**config.mk**
```make
export PLATFORM = sky130hd
export DESIGN_NAME = vit_decision_out
export DESIGN_NICKNAME = d
export VERILOG_FILES = /design/src/rtl/vit_decision_out.sv
export SDC_FILE = /design/constraint.sdc
export NUM_CORES = 1
export LEC_CHECK = 0
export ABC_CLOCK_PERIOD_IN_PS = 1890
export CELL_PAD_IN_SITES_DETAIL_PLACEMENT = 1
export CELL_PAD_IN_SITES_GLOBAL_PLACEMENT = 1
export CORE_ASPECT_RATIO = 1.2
export CORE_MARGIN = 4
export CORE_UTILIZATION = 29
export DETAILED_ROUTE_END_ITERATION = 16
export PLACE_DENSITY = 0.78
export SLEW_MARGIN = 20
export SYNTH_ARGS = -nofsm -noshare
export SYNTH_HDL_FRONTEND = slang
export SYNTH_SLANG_ARGS = --single-unit
```
**constraint.sdc**
```tcl
create_clock -name clk -period 1.89 [get_ports clk]
set_clock_uncertainty 0.05 [all_clocks]
set_input_delay 0.2835 -clock clk [delete_from_list [all_inputs] [get_ports clk]]
set_output_delay 0.2835 -clock clk [all_outputs]
set_load 0.1 [all_outputs]
```
**src/rtl/vit_decision_out.sv**
```systemverilog
// Viterbi survivor-decision stage: min-PM state select, warm-up gating,
// decoded-bit FIFO with valid/ready output and PM normalisation request.
module vit_decision_out #(
    parameter int TRACE_DEPTH = 8,
    parameter int FIFO_DEPTH  = 4,
    parameter int NORM_THRESH = 96
) (
    input  logic       clk,
    input  logic       rst_n,
    input  logic       flush,
    input  logic       sym_valid,
    input  logic [6:0] PM_0,
    input  logic [6:0] PM_1,
    input  logic [6:0] PM_2,
    input  logic [6:0] PM_3,
    input  logic [7:0] data_0,
    input  logic [7:0] data_1,
    input  logic [7:0] data_2,
    input  logic [7:0] data_3,
    output logic       dec_bit,
    output logic       dec_valid,
    input  logic       dec_ready,
    output logic       pm_norm,
    output logic [6:0] norm_val,
    output logic       overflow,
    output logic [1:0] best_state
);

    localparam int AW = (FIFO_DEPTH > 1) ? $clog2(FIFO_DEPTH) : 1;
    localparam int CW = AW + 1;

    typedef enum logic {WARM, RUN} state_e;

    state_e          state_q, state_d;
    logic [3:0]      cnt_q, cnt_d;
    logic [FIFO_DEPTH-1:0] mem_q;
    logic [AW-1:0]   wr_ptr_q, rd_ptr_q;
    logic [CW-1:0]   fcnt_q, fcnt_d;
    logic            ovf_q;
    logic            pm_norm_q;
    logic [6:0]      norm_val_q;
    logic [1:0]      best_q;

    logic [6:0]      min_pm;
    logic [1:0]      best_idx;
    logic            cand_bit;
    logic            take;
    logic            push, pop, full, wr_en, ovf_set, norm_req;

    // Strict less-than keeps the lowest index on ties
    always_comb begin
        min_pm   = PM_0;
        best_idx = 2'd0;
        if (PM_1 < min_pm) begin
            min_pm   = PM_1;
            best_idx = 2'd1;
        end
        if (PM_2 < min_pm) begin
            min_pm   = PM_2;
            best_idx = 2'd2;
        end
        if (PM_3 < min_pm) begin
            min_pm   = PM_3;
            best_idx = 2'd3;
        end
        unique case (best_idx)
            2'd0:    cand_bit = data_0[7];
            2'd1:    cand_bit = data_1[7];
            2'd2:    cand_bit = data_2[7];
            default: cand_bit = data_3[7];
        endcase
    end

    assign take = sym_valid && !flush;

    always_comb begin
        state_d = state_q;
        cnt_d   = cnt_q;
        push    = 1'b0;
        if (flush) begin
            state_d = WARM;
            cnt_d   = 4'd0;
        end else if (sym_valid) begin
            unique case (state_q)
                WARM: begin
                    if (cnt_q == 4'(TRACE_DEPTH - 1)) state_d = RUN;
                    else cnt_d = cnt_q + 4'd1;
                end
                default: push = 1'b1;
            endcase
        end
    end

    assign dec_valid = (fcnt_q != '0);
    assign dec_bit   = dec_valid & mem_q[rd_ptr_q];
    assign full      = (fcnt_q == CW'(FIFO_DEPTH));
    assign pop       = dec_valid && dec_ready && !flush;
    // When full, a simultaneous pop frees the slot the push lands in
    assign wr_en     = push && (!full || pop);
    assign ovf_set   = push && full && !pop;
    assign norm_req  = take && (min_pm >= 7'(NORM_THRESH)) && !pm_norm_q;

    always_comb begin
        fcnt_d = fcnt_q;
        if (wr_en && !pop)      fcnt_d = fcnt_q + CW'(1);
        else if (!wr_en && pop) fcnt_d = fcnt_q - CW'(1);
    end

    always_ff @(posedge clk or negedge rst_n) begin
        if (!rst_n) begin
            state_q    <= WARM;
            cnt_q      <= 4'd0;
            mem_q      <= '0;
            wr_ptr_q   <= '0;
            rd_ptr_q   <= '0;
            fcnt_q     <= '0;
            ovf_q      <= 1'b0;
            pm_norm_q  <= 1'b0;
            norm_val_q <= 7'd0;
            best_q     <= 2'd0;
        end else begin
            state_q    <= state_d;
            cnt_q      <= cnt_d;
            pm_norm_q  <= norm_req;
            norm_val_q <= norm_req ? min_pm : 7'd0;
            if (take) best_q <= best_idx;
            if (ovf_set) ovf_q <= 1'b1;
            if (flush) begin
                wr_ptr_q <= '0;
                rd_ptr_q <= '0;
                fcnt_q   <= '0;
            end else begin
                if (wr_en) begin
                    mem_q[wr_ptr_q] <= cand_bit;
                    wr_ptr_q        <= AW'(wr_ptr_q + 1'b1);
                end
                if (pop) rd_ptr_q <= AW'(rd_ptr_q + 1'b1);
                fcnt_q <= fcnt_d;
            end
        end
    end

    assign pm_norm    = pm_norm_q;
    assign norm_val   = norm_val_q;
    assign overflow   = ovf_q;
    assign best_state = best_q;

endmodule

```
[After elaboration in Yosys (flattened, before gate mapping)]
Cells that the tools add are included.
Operators by class
  order comparisons: 7
  multipliers: 0
  reductions and logical operators: 25
  bitwise logic cells: 2
  equality and inequality tests: 6
  shifts and indexed selects: 0
  add/subtract/negate cells: 5
  div/mod/pow operators: 0
  multiplexer cells: 31
Operator list (count)
  7-bit 2-to-1 mux: 4
  7-bit < comparator: 3
  4-bit 2-to-1 mux: 4
  2-bit 2-to-1 mux: 6
  1-bit logical AND: 11
  1-bit 2-to-1 mux: 10
  3-bit 2-to-1 mux: 3
  7-bit >= comparator, second input constant: 1
  2-bit by 3-bit < comparator with 1-bit output, second input constant: 2
  2-bit nonzero test: 3
  3-bit nonzero test: 2
  1-bit logical NOT: 5
  2-bit by 1-bit adder with 2-bit output, second input constant: 2
  4-bit by 1-bit adder with 4-bit output, second input constant: 1
  4-bit bitwise mux: 1
  4-bit by 3-bit == test with 1-bit output, second input constant: 1
  2-bit != test, second input constant: 2
  3-bit by 1-bit adder with 3-bit output, second input constant: 1
  3-bit == test, second input constant: 1
  1-bit one-hot mux with 3 select lines: 1
  3-bit AND reduction: 1
  3-bit by 1-bit subtractor with 3-bit output, second input constant: 1
  1-bit binary-select mux with 2-bit select: 1
  1-bit demux with 2-bit select: 1
  8 further kinds: 8
Storage, ports and cells
  memories: 0
  input bits: 65
  output and inout port bits: 13
  memory bits (writable): 0
  bits in read-only memories: 0
  register bits after elaboration: 27
  bits in latches: 0

[Logic depth before layout (Yosys ltp)]
Gate-level depths: netlist (run 1).
  depth in word-level cells: 10
  depth in mapped cells: 28
  mapped depth without buffers: 24

[Worst setup path before layout (run 1)]
No wires, ideal clock.
  kind: in2reg
  from: in PM_0[4]
  to: reg mem_q[0]
  stages: 22
  path slack: -3.127 ns
  data required time: 1.715 ns
  data arrival time: 4.842 ns
  setup time: 0.125 ns
  buffers on the path: 2
  path through: inv_1 > ha_1 > a211o_1 > a21oi_2 > o21a_1 > buf_4 > clkbuf_1 > nor2_1 > a21oi_1 > ha_1 > a221oi_1 > o21ai_0 > mux2i_1 > o21ai_1 > o211ai_1 > o21ai_0 > ha_1 > a2111oi_0 > o21ai_0 > o311ai_4 > mux2_4 > mux2_2
On the way
  cells in the longest elaborated chain, start to end: 9
Ends and longest elaborated chain
  start, declared: line 12  | input logic [6:0] PM_0,
  7-bit < comparator: line 54  | if (PM_1 < min_pm) begin
  7-bit 2-to-1 mux: line 54
  7-bit < comparator: line 58  | if (PM_2 < min_pm) begin
  7-bit 2-to-1 mux: line 58
  7-bit < comparator: line 62  | if (PM_3 < min_pm) begin
  2-bit 2-to-1 mux (*): line 62
  2-bit == test (tied with other cells): line 66  | unique case (best_idx)
  1-bit one-hot mux with 3 select lines (*): line 66
  4-bit bitwise mux (*): line 134  | mem_q[wr_ptr_q] <= cand_bit;
  end signal, assigned by index: line 134
  end, declared: line 36  | logic [FIFO_DEPTH-1:0] mem_q;
Every way passes the cells marked *; elsewhere a longest branch is shown, timed or not.
A chain may end at the register's enable or synchronous reset.

[Worst setup path in the final report (run 1)]
  from: in PM_0[1]
  to: reg mem_q[3]
Same word-level chain as after synthesis.

==> results, run 1 <==
- The combined area of all synthesized cells is 2010 sq um.
- The die covers 8330 sq um.
- The total CTS buffers is 3.
- Once the floorplan was initialized, standard cells occupied 30.6% of the core.
- Entering global routing, the biggest net connects 28 pins.
- The number of global-route vias before repair is 2,518.
- Yosys printed 0 warnings.
- The total area inside the core boundary comes to 6570 sq um.
- Leaving out fill and tap cells, the most frequent cell in the layout is buf_4.
- For this run, asynchronously set or reset flops after synthesis account for 100%.
- The via density per instance is 5.14.
- Setup violations remaining at the end of the flow were counted as 14.
- Summed over all failing endpoints, the final setup total negative slack is -35.53 ns.
- The final number of hold-violating endpoints was 0.
- Of the cells placed in the final design, the portion with a size suffix greater than 1 is 53.9%.
- The first global-routing pass estimated 12.2 mm of wire.
- The count of TritonRoute iterations in the first routing pass is 4.
- The critical setup path kind is input port to register.
- Summed over all layers, the routed wires come to 7.80 mm.
- The die is 84.0 um wide.
- The standard-cell row count is 32.
- The number of nets with antenna violations after routing is 0.
- The synthesized design devotes to its leading area cell type 33.6% of total area.
- At the end of the flow, the number of nets in the layout was 437.
- The total power per unit cell area is 761 nW/um^2.
- In this run, synthesis produced a sequential element count of 27.
- The endpoint arrival time on the critical path is 4.65 ns.
- The synthesized netlist net count is 310.
- By area the synthesized netlist is led by dfrtp_1 (34%), ha_1 (13%), mux2_2 (5.0%).
- In the layout the commonest cells are buf_4 (82), dfrtp_1 (27), clkdlybuf4s50_1 (19).
- The tree built by TritonCTS fans out to 27 sinks.
- The number of different library cells used by synthesis comes to 44.
- Cells fill 56.8% of the core in the end.
- The clock root buffer master is clkbuf_8.
- The worst-margin pin slew is 0.380 ns.
- The most frequently used flop master after synthesis is dfrtp_1.
- In the post-route analysis, the smallest setup slack over all paths is -2.64 ns.
- The number of input and output port buffers inserted is 49.
- The detailed-route via count is 2,231.
- The per-instance average area after synthesis is 9.01 sq um.
- The final reports fail on negative setup slack.
- The worst setup path is captured at a register.
- The leakage power of the design is 1.69 nW.
- The post-route clock period utilization is 240%.
- Measured against its own limit, the worst slew margin works out to 74.7%.
- Relative to the synthesized area, the layout overhead comes to 85.5%.
- The TritonCTS clock tree is done.
- The initial antenna violation count came to 0.
- Yosys mapped a number of flops with a built-in enable equal to 0.
- In this run the number of H-tree levels came out at 1.
- The sum of net half-perimeters after detailed placement is 5.35 mm.
- The number of buffers between clock root and the deepest sink is 2.
- The post-synthesis cell count is 223.
- The number of antenna diodes in the final layout is 0.
- For this run, the total global-route usage over all layers was measured as 18.1%.
- The count of boundary I/O pins is 78.
- The insertion delay to the later sink of the worst-skew pair is 0.27 ns.
- Final hold analysis gives a worst-case slack of 0.331 ns.
- The detailed router finished its first iteration with 46 violations.
- The peak fanout along the critical path is 5.
- The worst-case IR drop observed on VDD is 0.917 mV.
- The worst hold-check path type is input port to asynchronous set/reset pin.
- Of the synthesized area, sequential elements account for 33.6%.
- The biggest area consumer among synthesized cells is dfrtp_1.
- After layout, the design draws a total of 2.84 mW.
- Setup repair after global routing could not meet its margin everywhere.
- The post-route minimum period is 4.53 ns.
- The max-cap violation count is 0.
- The critical path data required time is 2.01 ns.
- The die is 99.2 um tall.
- Clock-pin slew was measured on the worst setup and hold paths at 0.09 ns.
- Routability-driven placement finished with a final weighted congestion of 0.776.
- The detailed-route wire length per cell is 18.0 um.
- The upper clock frequency limit is 0.221 GHz.
- The remaining global-route overflow is 0.
- The run finished, with violations left.
- Summing all non-filler instances in the final layout gives an area of 3730 sq um.
- The placed instance area is 3050 sq um.
- The remaining design rule violation count is 0.
- The final count of pins violating max slew is 0.
- The critical path launch point type is an input port.
-- kinds of logic (layout without fill, tap and decap cells) --
kind of cell,Yosys count,after routing,share of synthesized area [%]
multiplexers,14,14,8.41
AO/OA/AOI/OAI,60,60,20.4
buffers and inverters,27,153,5.36
adder cells (fa/ha/maj),22,22,14.1
XOR/XNOR,6,6,2.62
flip-flops,27,27,33.6
AND/OR/NAND/NOR,67,67,15.6
-- layout make-up --
class / count / area [sq um]
Fill cell: 742 / 2840
Multi-Input combinational cell: 169 / 1670
Timing Repair Buffer: 130 / 1140
Sequential cell: 27 / 676
Tap cell: 85 / 106
Inverter: 19 / 92.6
Clock buffer: 4 / 45.0
-- critical path, cell delays in order --
cell and delay [ns]:
clkdlybuf4s15_1 0.17, inv_2 0.05, buf_4 0.12, buf_4 0.12
buf_4 0.12, buf_4 0.12, buf_4 0.12, buf_4 0.12
buf_4 0.12, buf_4 0.13, nor2_4 0.10, a21oi_4 0.05
ha_4 0.22, a221oi_2 0.28, o21ai_2 0.10, mux2i_2 0.26
o21ai_2 0.14, buf_6 0.15, o21ai_2 0.19, ha_2 0.32
o21ai_0 0.27, a21oi_1 0.12, nor2_1 0.14, o21ai_2 0.10
o311ai_4 0.11, mux2_4 0.36, mux2_4 0.28
-- where the power goes --
part / switching, mW / internal (mW)
clock network: 0.177 / 0.151
registers: 0.0389 / 0.625
logic: 0.969 / 0.874
-- state kept, by name, indices dropped and copies added, names as in the netlist --
name        cells
norm_val        7
rd_ptr_q        2
best_state      2
overflow        1
wr_ptr_q        2
state_q         1
pm_norm         1
fcnt_q          3
mem_q           4
cnt_q           4
-- repair_timing --
action                     CTS  global route
setup buffers               24             7
resized for setup          123            18
pin swaps                   40            11
setup endpoints to repair   18            18
hold buffers                 0             0
cloned                       1             0
-- per-layer routing --
| layer | part of all wire (%) | up-vias | global-route usage [%] |
|---|---|---|---|
| met4 | 4.6 | 0 | 9.41 |
| met3 | 3.4 | 33 | 2.98 |
| met2 | 58 | 78 | 36.1 |
| li1 | - | 1044 | - |
| met5 | 0 | - | 0 |
| met1 | 34 | 1076 | 17.5 |
-- Yosys cell counts (5+ instances only) --
cell type / number
a21oi_1: 12
clkbuf_1: 5
dfrtp_1: 27
ha_1: 21
inv_1: 19
mux2_2: 9
nand2_1: 19
nand3_1: 10
nor2_1: 20
o21ai_0: 20
o31ai_1: 5
-- metrics by stage --
stage | setup slack (ns) | std cells
final | -2.64 | 434
after global routing | -2.82 | 434
after CTS | -2.53 | 427
after detailed placement | -3.76 | 399
after global placement | -3.60 | 399
after floorplan | -2.72 | 223
-- final timing paths --
check	start	endpoint	slack [ns]	depth (start not counted)
worst max-delay path	PM_0[1]	mem_q[3]$_DFFE_PN0P_	-2.64	27
worst min-delay path	rst_n	norm_val[0]$_DFF_PN0_	0.33	2
worst max register to register	fcnt_q[0]$_DFFE_PN0P_	fcnt_q[2]$_DFFE_PN0P_	0.01	7
worst min register to register	overflow$_DFFE_PN0P_	overflow$_DFFE_PN0P_	0.46	1
max in group asynchronous	rst_n	state_q$_DFFE_PN0P_	1.20	2
min in group clk	sym_valid	state_q$_DFFE_PN0P_	0.41	4
(Power assumes the default switching activity.)
==> run 2: changes to the inputs <==
--- a/config.mk
+++ b/config.mk
@@ -5,14 +5,15 @@
 export SDC_FILE = /design/constraint.sdc
 export NUM_CORES = 1
 export LEC_CHECK = 0
+export ABC_AREA = 1
 export ABC_CLOCK_PERIOD_IN_PS = 1890
 export CELL_PAD_IN_SITES_DETAIL_PLACEMENT = 1
 export CELL_PAD_IN_SITES_GLOBAL_PLACEMENT = 1
 export CORE_ASPECT_RATIO = 1.2
 export CORE_MARGIN = 4
-export CORE_UTILIZATION = 29
+export CORE_UTILIZATION = 28
 export DETAILED_ROUTE_END_ITERATION = 16
-export PLACE_DENSITY = 0.78
+export PLACE_DENSITY = 0.77
 export SLEW_MARGIN = 20
 export SYNTH_ARGS = -nofsm -noshare
 export SYNTH_HDL_FRONTEND = slang
==> run 2 against run 1 <==
Worst setup slack gained 1.1 ns. The run still ends with negative setup slack left. Flip-flop and latch count did not move. Critical endpoint is now mem_q[2]$_DFFE_PN0P_. Core utilization decreased by 6.3 points.
==> results, run 2 <==
- The die covers 8910 sq um.
- The capture point of the worst reg-to-reg path is fcnt_q[2]$_DFFE_PN0P_.
- When the netlist entered floorplanning its net count stood at 369.
- The synthesized netlist devotes 29.0% of its cell area to simple gates.
- The insertion delay to the later sink of the worst-skew pair is 0.28 ns.
- The number of distinct standard cells referenced by the synthesized netlist is 30.
- The synthesized design contains 27 register bits.
- The endpoint arrival time on the critical path is 3.58 ns.
- The TritonCTS clock tree is done.
- The number of global-route vias before repair is 2,587.
- The share of the synthesized area in compound gates (AO/OA/AOI/OAI) is 14.0%.
- Port buffering added 49 buffers.
- The final reports fail on negative setup slack.
- The number of buffers and inverters on the critical path is 4.
- After clock tree synthesis, the clock-pin slew on the worst setup and hold paths is 0.11 ns.
- The number of cells on the worst reg-to-reg path is 12.
- The most common cell in the synthesized netlist is nand2_1.
- STA classifies the critical path startpoint as an input port.
- The clock passes through at most 2 buffers.
- The count of flip-flops with a built-in enable after synthesis is 0.
- In this run the number of H-tree levels came out at 1.
- The critical path data required time is 2.01 ns.
- The cell family contributing the most delay on the critical path is simple AND/OR/NAND/NOR gates.
- After detailed routing, the number of vias per cell comes to 4.69.
- In this run the vertical extent of the chip is 103 um.
- The final number of hold-violating endpoints is 0.
- The leakage power of the design is 1.91 nW.
- The delay contributed by the slowest stage of the critical path is 0.32 ns.
- The count of TritonRoute iterations in the first routing pass is 4.
- For this run, the register share of the synthesized area comes to 32.3%.
- After floorplanning, the core was divided into 34 placement rows.
- The die span in x is 86.9 um.
- CTS saw 27 sinks.
- The global-route wire length before repair is 11.3 mm.
- For this run, asynchronously set or reset flops after synthesis account for 100%.
- The main combinational cell family by area after synthesis is simple AND/OR/NAND/NOR gates.
- The number of antenna repair diodes is 0.
- At the end of routability-driven placement, the weighted congestion stood at 0.792.
- Setup violations remaining at the end of the flow were counted as 16.
- The cell area that synthesis handed to floorplanning was 2090 sq um.
- The detail route stage leaves a number of antenna-violating nets equal to 0.
- Setup repair after global routing could not meet its margin everywhere.
- The max-cap violation count is 0.
- The xor and xnor area share after synthesis is 1.26%.
- Global routing consumed, over all layers together, 15.9% of the routing resources.
- By area the synthesized netlist is led by dfrtp_1 (32%), ha_1 (13%), nand2_1 (12%).
- Cells with a size suffix above 1 make up 46.4% of the layout.
- On the critical path, the stage with the largest delay is an instance of a211oi_2.
- The maximum number of pins on one net before global-route repair is 28.
- Across all layers, the routed design uses 2,374 vias.
- The multiplexer share of the synthesized area is 0%.
- The remaining design rule violation count is 0.
- In the layout the commonest cells are buf_4 (86), nand2_1 (53), inv_1 (41).
- The clock root buffer master is clkbuf_8.
- The final instance area is 3670 sq um.
- In this run the worst hold path is classified as input port to asynchronous set/reset pin.
- The most frequently used flop master after synthesis is dfrtp_1.
- The post-synthesis cell count is 282.
- The worst register-to-register path has a setup slack of -0.21 ns.
- The post-route clock period utilization is 183%.
- In the synthesized netlist, the cells that appear most often are nand2_1 (65), inv_1 (49), dfrtp_1 (27), nor2_1 (27), ha_1 (21).
- The post-detailed-routing wire length is 7.25 mm.
- The critical setup path kind is input port to register.
- The fraction of the core area covered by cells at the end of the flow is 50.5%.
- Pin placement for this block handled 78 I/O pins.
- The per-instance average area after synthesis is 7.41 sq um.
- The origin of the critical flop-to-flop path is fcnt_q[0]$_DFFE_PN0P_.
- For this design the ratio of total power to cell area is 878 nW/um^2.
- The initial antenna violation count is 0.
- The core footprint is 7270 sq um.
- The signed area change from the synthesized netlist to the final layout is 75.7%.
- The final count of pins violating max slew is 0.
- Tracing the worst setup path back leads to its startpoint at PM_0[2].
- The count of nets after finishing is 504.
- The detailed-route wire length per cell is 14.3 um.
- The worst-margin pin slew is 0.397 ns.
- The number of hold buffers added after CTS was 0.
- Based on the critical path, the design can be clocked at up to 0.289 GHz.
- The worst relative slew slack is 73.2%.
- STA classifies the critical path endpoint as a register.
- The remaining global-route overflow is 0.
- The biggest area consumer among synthesized cells is dfrtp_1.
- The peak fanout along the critical path is 8.
- The total CTS buffers is 3.
- Of the total synthesized cell area, the portion taken by full adders, half adders and majority gates is 13.5%.
- For this configuration, the core starts out at a cell density of 28.7%.
- The register with the most flip-flops in the layout has 7 of them.
- The sum of net half-perimeters after detailed placement is 5.42 mm.
- Across the VDD grid, the largest voltage drop is 0.867 mV.
- The run finished, with violations left.
- Leaving out fill and tap cells, the most frequent cell in the layout is buf_4.
- The proportion of netlist area held by the largest area contributor is 32.3%.
- The violation count after the first detailed-route iteration is 60.
- During synthesis, Yosys emitted a total of 0 warnings.
- The post-route minimum period is 3.46 ns.
- The worst-case setup margin in the final layout is -1.57 ns.
- The placed instance area is 3270 sq um.
==> run 2: cell types whose count changed in the layout (fill, tap and decap cells not counted), sizes merged, moves of 5 or more <==
| cell | delta |
|---|---|
| nand2 | +59 |
| inv | +32 |
| nand3 | +12 |
| mux2 | -10 |
| nor2 | +7 |
| o31ai | -5 |
| or2 | +5 |
==> run 2: report_power, final <==
group          internal (mW)  switching, mW
Clock                  0.155          0.201
Sequential             0.678         0.0801
Combinational          0.889           1.22
==> run 2: worst max-delay path by stage <==
stage                                end  slack (ns)  cells past startpoint
floorplan           mem_q[0]$_DFFE_PN0P_       -1.70                     25
global placement    mem_q[0]$_DFFE_PN0P_       -2.27                     26
detailed placement  mem_q[2]$_DFFE_PN0P_       -2.47                     27
CTS                 mem_q[3]$_DFFE_PN0P_       -1.50                     26
global route        mem_q[3]$_DFFE_PN0P_       -1.83                     26
finish              mem_q[2]$_DFFE_PN0P_       -1.57                     26
==> run 2: per-stage QoR <==
step	worst slack [ns]	hold slack [ns]	TNS, ns	power, mW	std cells
floorplan	-1.70	-0.0621	-22.74	1.95	282
global placement	-2.27	0.403	-32.30	2.56	475
finish	-1.57	0.313	-21.36	3.22	506
detailed placement	-2.47	0.420	-34.94	2.63	475
CTS	-1.50	0.326	-20.39	3.12	497
global route	-1.83	0.347	-25.33	3.44	506
==> run 2: timing repair <==
item | 4_1_cts | 5_1_grt
pin swaps | 51 | 19
resized for setup | 83 | 24
endpoints found under the hold margin | 0 | 0
endpoints found under the setup margin | 17 | 18
setup buffers | 17 | 9
cloned | 2 | 0
==> run 2: kinds of logic after synthesis <==
group                      count (synthesis)
DFF                                       27
and+or+nand+nor                          132
AOI/OAI and AO/OA                         45
buffers and inverters                     53
adders and majority gates                 22
xor gates and xnor gates                   3
==> run 2: worst reg2reg max path, cell delays in order, from the launching register on <==
cell     delay, ns
dfrtp_1       0.43
nor2_4        0.19
nand2_8       0.07
nand2_4       0.07
nor2_4        0.04
nor2_2        0.12
nand2_1       0.09
nand2_2       0.11
nor2_4        0.05
fa_2          0.36
xnor2_2       0.15
xor2_1        0.16
o22ai_1       0.09
==> run 2: area by class of cell <==
cell class	instances	area, sq um
clock buffers	3	41.3
fillers	883	3600
flip-flops and latches	27	676
well taps	90	113
repair buffers	130	1100
multi-input cells	204	1530
clock inverters	1	8.76
inverters	51	204
==> run 2: per-layer routing <==
layer / global-route usage (%) / wire length [um]
met1: 15.0 / 2410
met2: 35.1 / 4420
met3: 1.84 / 263
met4: 2.88 / 163
met5: 0 / 0
